$ cat src/rtl/iob_2p_assim_mem_rd_stream.sv
// Burst reader: streams len words from a synchronous memory read port into a valid/ready
// output through a 2-entry buffer. Define RD_STREAM_LAST_EN to add the m_last output.
module iob_2p_assim_mem_rd_stream #(
  parameter int R_DATA_W = 8,
  parameter int R_ADDR_W = 7
) (
  input  logic                rclk,
  input  logic                rst_n,
  input  logic                start,
  input  logic [R_ADDR_W-1:0] base_addr,
  input  logic [R_ADDR_W:0]   len,
  output logic                busy,
  output logic                done,
  output logic                mem_r_en,
  output logic [R_ADDR_W-1:0] mem_r_addr,
  input  logic [R_DATA_W-1:0] mem_data_out,
  output logic                m_valid,
  output logic [R_DATA_W-1:0] m_data,
  input  logic                m_ready
`ifdef RD_STREAM_LAST_EN
  ,
  output logic                m_last
`endif
);

  typedef enum logic [1:0] {
    ST_IDLE  = 2'd0,
    ST_RUN   = 2'd1,
    ST_DRAIN = 2'd2
  } state_t;

  localparam logic [R_ADDR_W-1:0] ADDR_ONE = {{(R_ADDR_W-1){1'b0}}, 1'b1};
  localparam logic [R_ADDR_W:0]   REM_ONE  = {{R_ADDR_W{1'b0}}, 1'b1};
  localparam logic [R_ADDR_W:0]   REM_ZERO = {(R_ADDR_W+1){1'b0}};

  state_t                state_q, state_d;
  logic [R_ADDR_W-1:0]   addr_q, addr_d;
  logic [R_ADDR_W:0]     rem_q, rem_d;
  logic                  inflight_q;
  logic                  zero_done_q, zero_done_d;
  logic [1:0]            occ_q, occ_d;
  logic                  rd_ptr_q, wr_ptr_q;
  logic [R_DATA_W-1:0]   buf0_q, buf1_q;

  logic                  rd_en_s;
  logic                  push_s;
  logic                  pop_s;
  logic                  drain_done_s;

  assign push_s       = inflight_q;
  assign m_valid      = (occ_q != 2'd0);
  assign pop_s        = m_valid & m_ready;
  assign m_data       = rd_ptr_q ? buf1_q : buf0_q;
  assign mem_r_en     = rd_en_s;
  assign mem_r_addr   = addr_q;
  assign busy         = (state_q == ST_RUN) || (state_q == ST_DRAIN);
  assign drain_done_s = (state_q == ST_DRAIN) && (occ_q == 2'd0) && !inflight_q;
  assign done         = zero_done_q | drain_done_s;

  // A read may only issue if its word is guaranteed a buffer slot when it lands.
  assign rd_en_s = (state_q == ST_RUN) && (rem_q != REM_ZERO) &&
                   (({1'b0, occ_q} + {2'b00, inflight_q}) < (3'd2 + {2'b00, pop_s}));

  // Next-state, address and remaining-count logic.
  always_comb begin
    state_d     = state_q;
    addr_d      = addr_q;
    rem_d       = rem_q;
    zero_done_d = 1'b0;
    case (state_q)
      ST_IDLE: begin
        if (start) begin
          if (len != REM_ZERO) begin
            addr_d  = base_addr;
            rem_d   = len;
            state_d = ST_RUN;
          end else begin
            zero_done_d = 1'b1;
          end
        end else begin
          state_d = ST_IDLE;
        end
      end
      ST_RUN: begin
        if (rd_en_s) begin
          addr_d = addr_q + ADDR_ONE;
          rem_d  = rem_q - REM_ONE;
          if (rem_q == REM_ONE) begin
            state_d = ST_DRAIN;
          end else begin
            state_d = ST_RUN;
          end
        end else if (rem_q == REM_ZERO) begin
          state_d = ST_DRAIN;
        end else begin
          state_d = ST_RUN;
        end
      end
      ST_DRAIN: begin
        if (drain_done_s) begin
          state_d = ST_IDLE;
        end else begin
          state_d = ST_DRAIN;
        end
      end
      default: begin
        state_d = ST_IDLE;
      end
    endcase
  end

  // Buffer occupancy: a simultaneous push and pop cancel out.
  always_comb begin
    occ_d = occ_q;
    case ({push_s, pop_s})
      2'b10:   occ_d = occ_q + 2'd1;
      2'b01:   occ_d = occ_q - 2'd1;
      default: occ_d = occ_q;
    endcase
  end

  // Control state and the 2-entry output buffer.
  always_ff @(posedge rclk or negedge rst_n) begin
    if (!rst_n) begin
      state_q     <= ST_IDLE;
      addr_q      <= {R_ADDR_W{1'b0}};
      rem_q       <= REM_ZERO;
      inflight_q  <= 1'b0;
      zero_done_q <= 1'b0;
      occ_q       <= 2'd0;
      rd_ptr_q    <= 1'b0;
      wr_ptr_q    <= 1'b0;
      buf0_q      <= {R_DATA_W{1'b0}};
      buf1_q      <= {R_DATA_W{1'b0}};
    end else begin
      state_q     <= state_d;
      addr_q      <= addr_d;
      rem_q       <= rem_d;
      inflight_q  <= rd_en_s;
      zero_done_q <= zero_done_d;
      occ_q       <= occ_d;
      if (push_s) begin
        if (wr_ptr_q) begin
          buf1_q <= mem_data_out;
        end else begin
          buf0_q <= mem_data_out;
        end
        wr_ptr_q <= ~wr_ptr_q;
      end
      if (pop_s) begin
        rd_ptr_q <= ~rd_ptr_q;
      end
    end
  end

`ifdef RD_STREAM_LAST_EN
  logic last_inflight_q;
  logic lbuf0_q, lbuf1_q;

  assign m_last = m_valid & (rd_ptr_q ? lbuf1_q : lbuf0_q);

  // The final read of a burst carries a last flag through the buffer alongside its data.
  always_ff @(posedge rclk or negedge rst_n) begin
    if (!rst_n) begin
      last_inflight_q <= 1'b0;
      lbuf0_q         <= 1'b0;
      lbuf1_q         <= 1'b0;
    end else begin
      last_inflight_q <= rd_en_s && (rem_q == REM_ONE);
      if (push_s) begin
        if (wr_ptr_q) begin
          lbuf1_q <= last_inflight_q;
        end else begin
          lbuf0_q <= last_inflight_q;
        end
      end
    end
  end
`endif

endmodule

$ cat config.mk
export PLATFORM = sky130hd
export DESIGN_NAME = iob_2p_assim_mem_rd_stream
export DESIGN_NICKNAME = d
export VERILOG_FILES = /design/src/rtl/iob_2p_assim_mem_rd_stream.sv
export SDC_FILE = /design/constraint.sdc
export NUM_CORES = 1
export LEC_CHECK = 0
export ABC_AREA = 1
export CAP_MARGIN = 20
export CORE_ASPECT_RATIO = 1.1
export CORE_UTILIZATION = 25
export DETAILED_ROUTE_END_ITERATION = 8
export DONT_BUFFER_PORTS = 1
export GPL_ROUTABILITY_DRIVEN = 0
export MAX_ROUTING_LAYER = met4
export PLACE_DENSITY = 0.35
export SLEW_MARGIN = 5
export SYNTH_ARGS = -nofsm -noshare
export SYNTH_HDL_FRONTEND = slang
export SYNTH_SLANG_ARGS = --single-unit
$ cat constraint.sdc
create_clock -name rclk -period 2 [get_ports rclk]
set_input_delay 0.2 -clock rclk [delete_from_list [all_inputs] [get_ports rclk]]
set_output_delay 0.2 -clock rclk [all_outputs]
set_load 0.05 [all_outputs]
==> impl_metrics.toml <==
[outcome]
status = "complete, no violations"

[sta]
fin_skew_ps = 7.43
slew_viol_final = 0
worst_slack_ps = 102
fmax_mhz = 527
fin_crit_ps = 1900
setup_viol = 0
slew-limit-headroom = 0.641
hold_violations = 0
fin_setup_tns_ps = 0
post-route-period-util = 0.949
tightestPinTransition_ps = 539
grt_setup_unrepaired = "false"
whs_ps = 65.8

[yosys]
synth.avg_cell_area_um2 = 7.43
synth-seq-cells = 39
netlist_area_um2 = 2240
async_flop_share = 1.00
post-synth-top-count-cell = "nand2_1"
ys_seq_area_frac = 0.435
ys_dominant_reg_cell = "dfrtp_1"
synth_edf_count = 0
synth_cell_types = 29
netlist.top_cell.by_area = "dfrtp_1"
netlist.area_leader.share = 0.435
synth_area_leaders = "dfrtp_1 43%, nand2_1 19%, ha_1 6.1%, nand3_1 5.4%, inv_1 5.2%"
synth_nets = 340
yosysWarnings = 0
syn_inst = 302
synth_commonest_cells = "111 x nand2_1, 39 x dfrtp_1, 31 x inv_1"

[worst_hold_path]
min_from = "mem_data_out[4]"
holdPathStages = 2
hp-class = "in2reg"

[critical_path]
cp.arrival_ps = 1700
cp-end-kind = "output port"
path_class = "reg2out"
slowest_stage = "dfrtp_1"
max_stage_delay_ps = 380
required_ps = 1800
crit_path_cell_trace = "ha_1 > ha_2 > or2_1 > nor2_2 > nand2_2 > inv_1 > buf_6"
critical_path.startpoint_type = "flop"
cp_max_fo = 2
critPathTopFamily = "simple AND/OR/NAND/NOR gates"
rr_worst_depth = 8
r2r-start = "inflight_q"
path_buf_inv = 2
crit_start = "inflight_q"
cp_num_cells = 7

[clocking]
cts_buffer_depth = 2
tritoncts = "done"
cts_htree_levels = 2
cts-buffers-inserted = 5
path_clk_slew_ps = 80
cts_root_buf = "clkbuf_8"
clock_latency_ps = 290
cts_sinks = 39

[floorplanning]
chipWidth_um = 92.3
rows = 35
floorplan.initialDensity = 0.263
die_h_um = 101
die_area_um2 = 9360
io_pins = 46
core-area_um2 = 8540

[detailed_routing]
route.detailed.drc = 0
antenna_left = 0
vias = 1878
firstDrtPassIters = 4
routedWlPerCell_um = 13.0
detail_route.vias_per_cell = 4.39
wl_um = 5560
initialDrtViolationCount = 73

[placement]
hpwl_um = 3950
post-place-ws_ps = 153
io_buffers = 0
dp_cells = 417

[job]
drv_cap = 0

[grt]
met1_usage = 0.161
gr-usage-met3 = 0.0285
antenna_found_initial = 0
met2_usage = 0.215
grt_busiest_layer = "met2"
grt_usage = 0.132
grt_max_degree = 40
grt_pass1_vias = 1866
grt_pass1_wl_um = 9320
grt_overflow_total = 0

[layout]
nFillCells = 942
diodes = 0
nNetsFinal = 354
seqCellArea_um2 = 976
drive_above_1_share = 0.114
layoutNonFillerInstCount = 428
synthToLayoutAreaGrowth_pct = 14.4
multi_input_area_um2 = 1100
[per-layer routing]
metal  vias up  routed length [um]
met1       844                2610
met3         8                 248
met4         0                 106
met2        47                2600
li1        979                   -
met5         -                   0
[cells in the final DEF, fill, tap and decap left out, drive strengths merged]
master / count
o21ai: 27
o21a: 4
clkinv: 1
a21o: 1
nor3: 2
nand4: 1
nand3: 24
xor2: 2
a31o: 2
clkinvlp: 2
ha: 11
o21bai: 1
o31ai: 1
a21oi: 4
clkbuf: 5
or2: 3
dlygate4sd3: 1
inv: 32
nand2: 114
o22ai: 1
xnor2: 2
dfrtp: 39
nor2: 22
buf: 15
[path summary, 6_finish.rpt]
kind	slack, ps	endpoint
min reg2reg	490	buf0_q[1]
min	70	buf0_q[4]
max in group asynchronous	1430	mem_r_addr[2]
min in group asynchronous	370	buf0_q[6]
max reg2reg	250	rem_q[0]
max	100	mem_r_en
[what timing repair did]
action                                  in CTS  in global routing
endpoints found under the hold margin       39                  0
gates cloned                                 0                  0
endpoints found under the setup margin       1                  1
resized for setup                            1                  4
buffers inserted                             1                  0
pin swaps                                    0                  2
hold buffers                                 2                  0
[cells by family (layout without fill, tap and decap cells)]
group	count (synthesis)	in the layout	synth area share
adder cells (fa/ha/maj)	11	11	0.0613
flip-flops	39	39	0.435
XOR/XNOR	4	4	0.0156
buffers and inverters	41	56	0.0769
AO/OA/AOI/OAI	41	41	0.106
AND/OR/NAND/NOR	166	166	0.305
[state kept, by name (all words and copies together), names as in the netlist]
register     count
buf0_q           8
inflight_q       1
buf1_q           8
rem_q            8
zero_done_q      1
occ_q            2
state_q          2
wr_ptr_q         1
mem_r_addr       7
rd_ptr_q         1
[through the flow]
| stage | utilization | instance area [um2] |
|---|---|---|
| after floorplan | - | 2240 |
| after global placement | 0.285 | 2430 |
| after detailed placement | 0.285 | 2430 |
| after CTS | 0.300 | 2560 |
| after global routing | 0.301 | 2570 |
| final | 0.301 | 2570 |
[layout make-up]
| cell class | count | share of cell area |
|---|---|---|
| clock inverter | 3 | 0.00779 |
| inverter | 32 | 0.0477 |
| multi-input combinational | 222 | 0.430 |
| tap | 111 | 0.0541 |
| sequential | 39 | 0.380 |
| timing repair buffer | 16 | 0.0541 |
| clock buffer | 5 | 0.0268 |
Power is left out: the tool's default activity adds up to more than one toggle a clock period on the data nets, which glitch-free logic cannot reach.
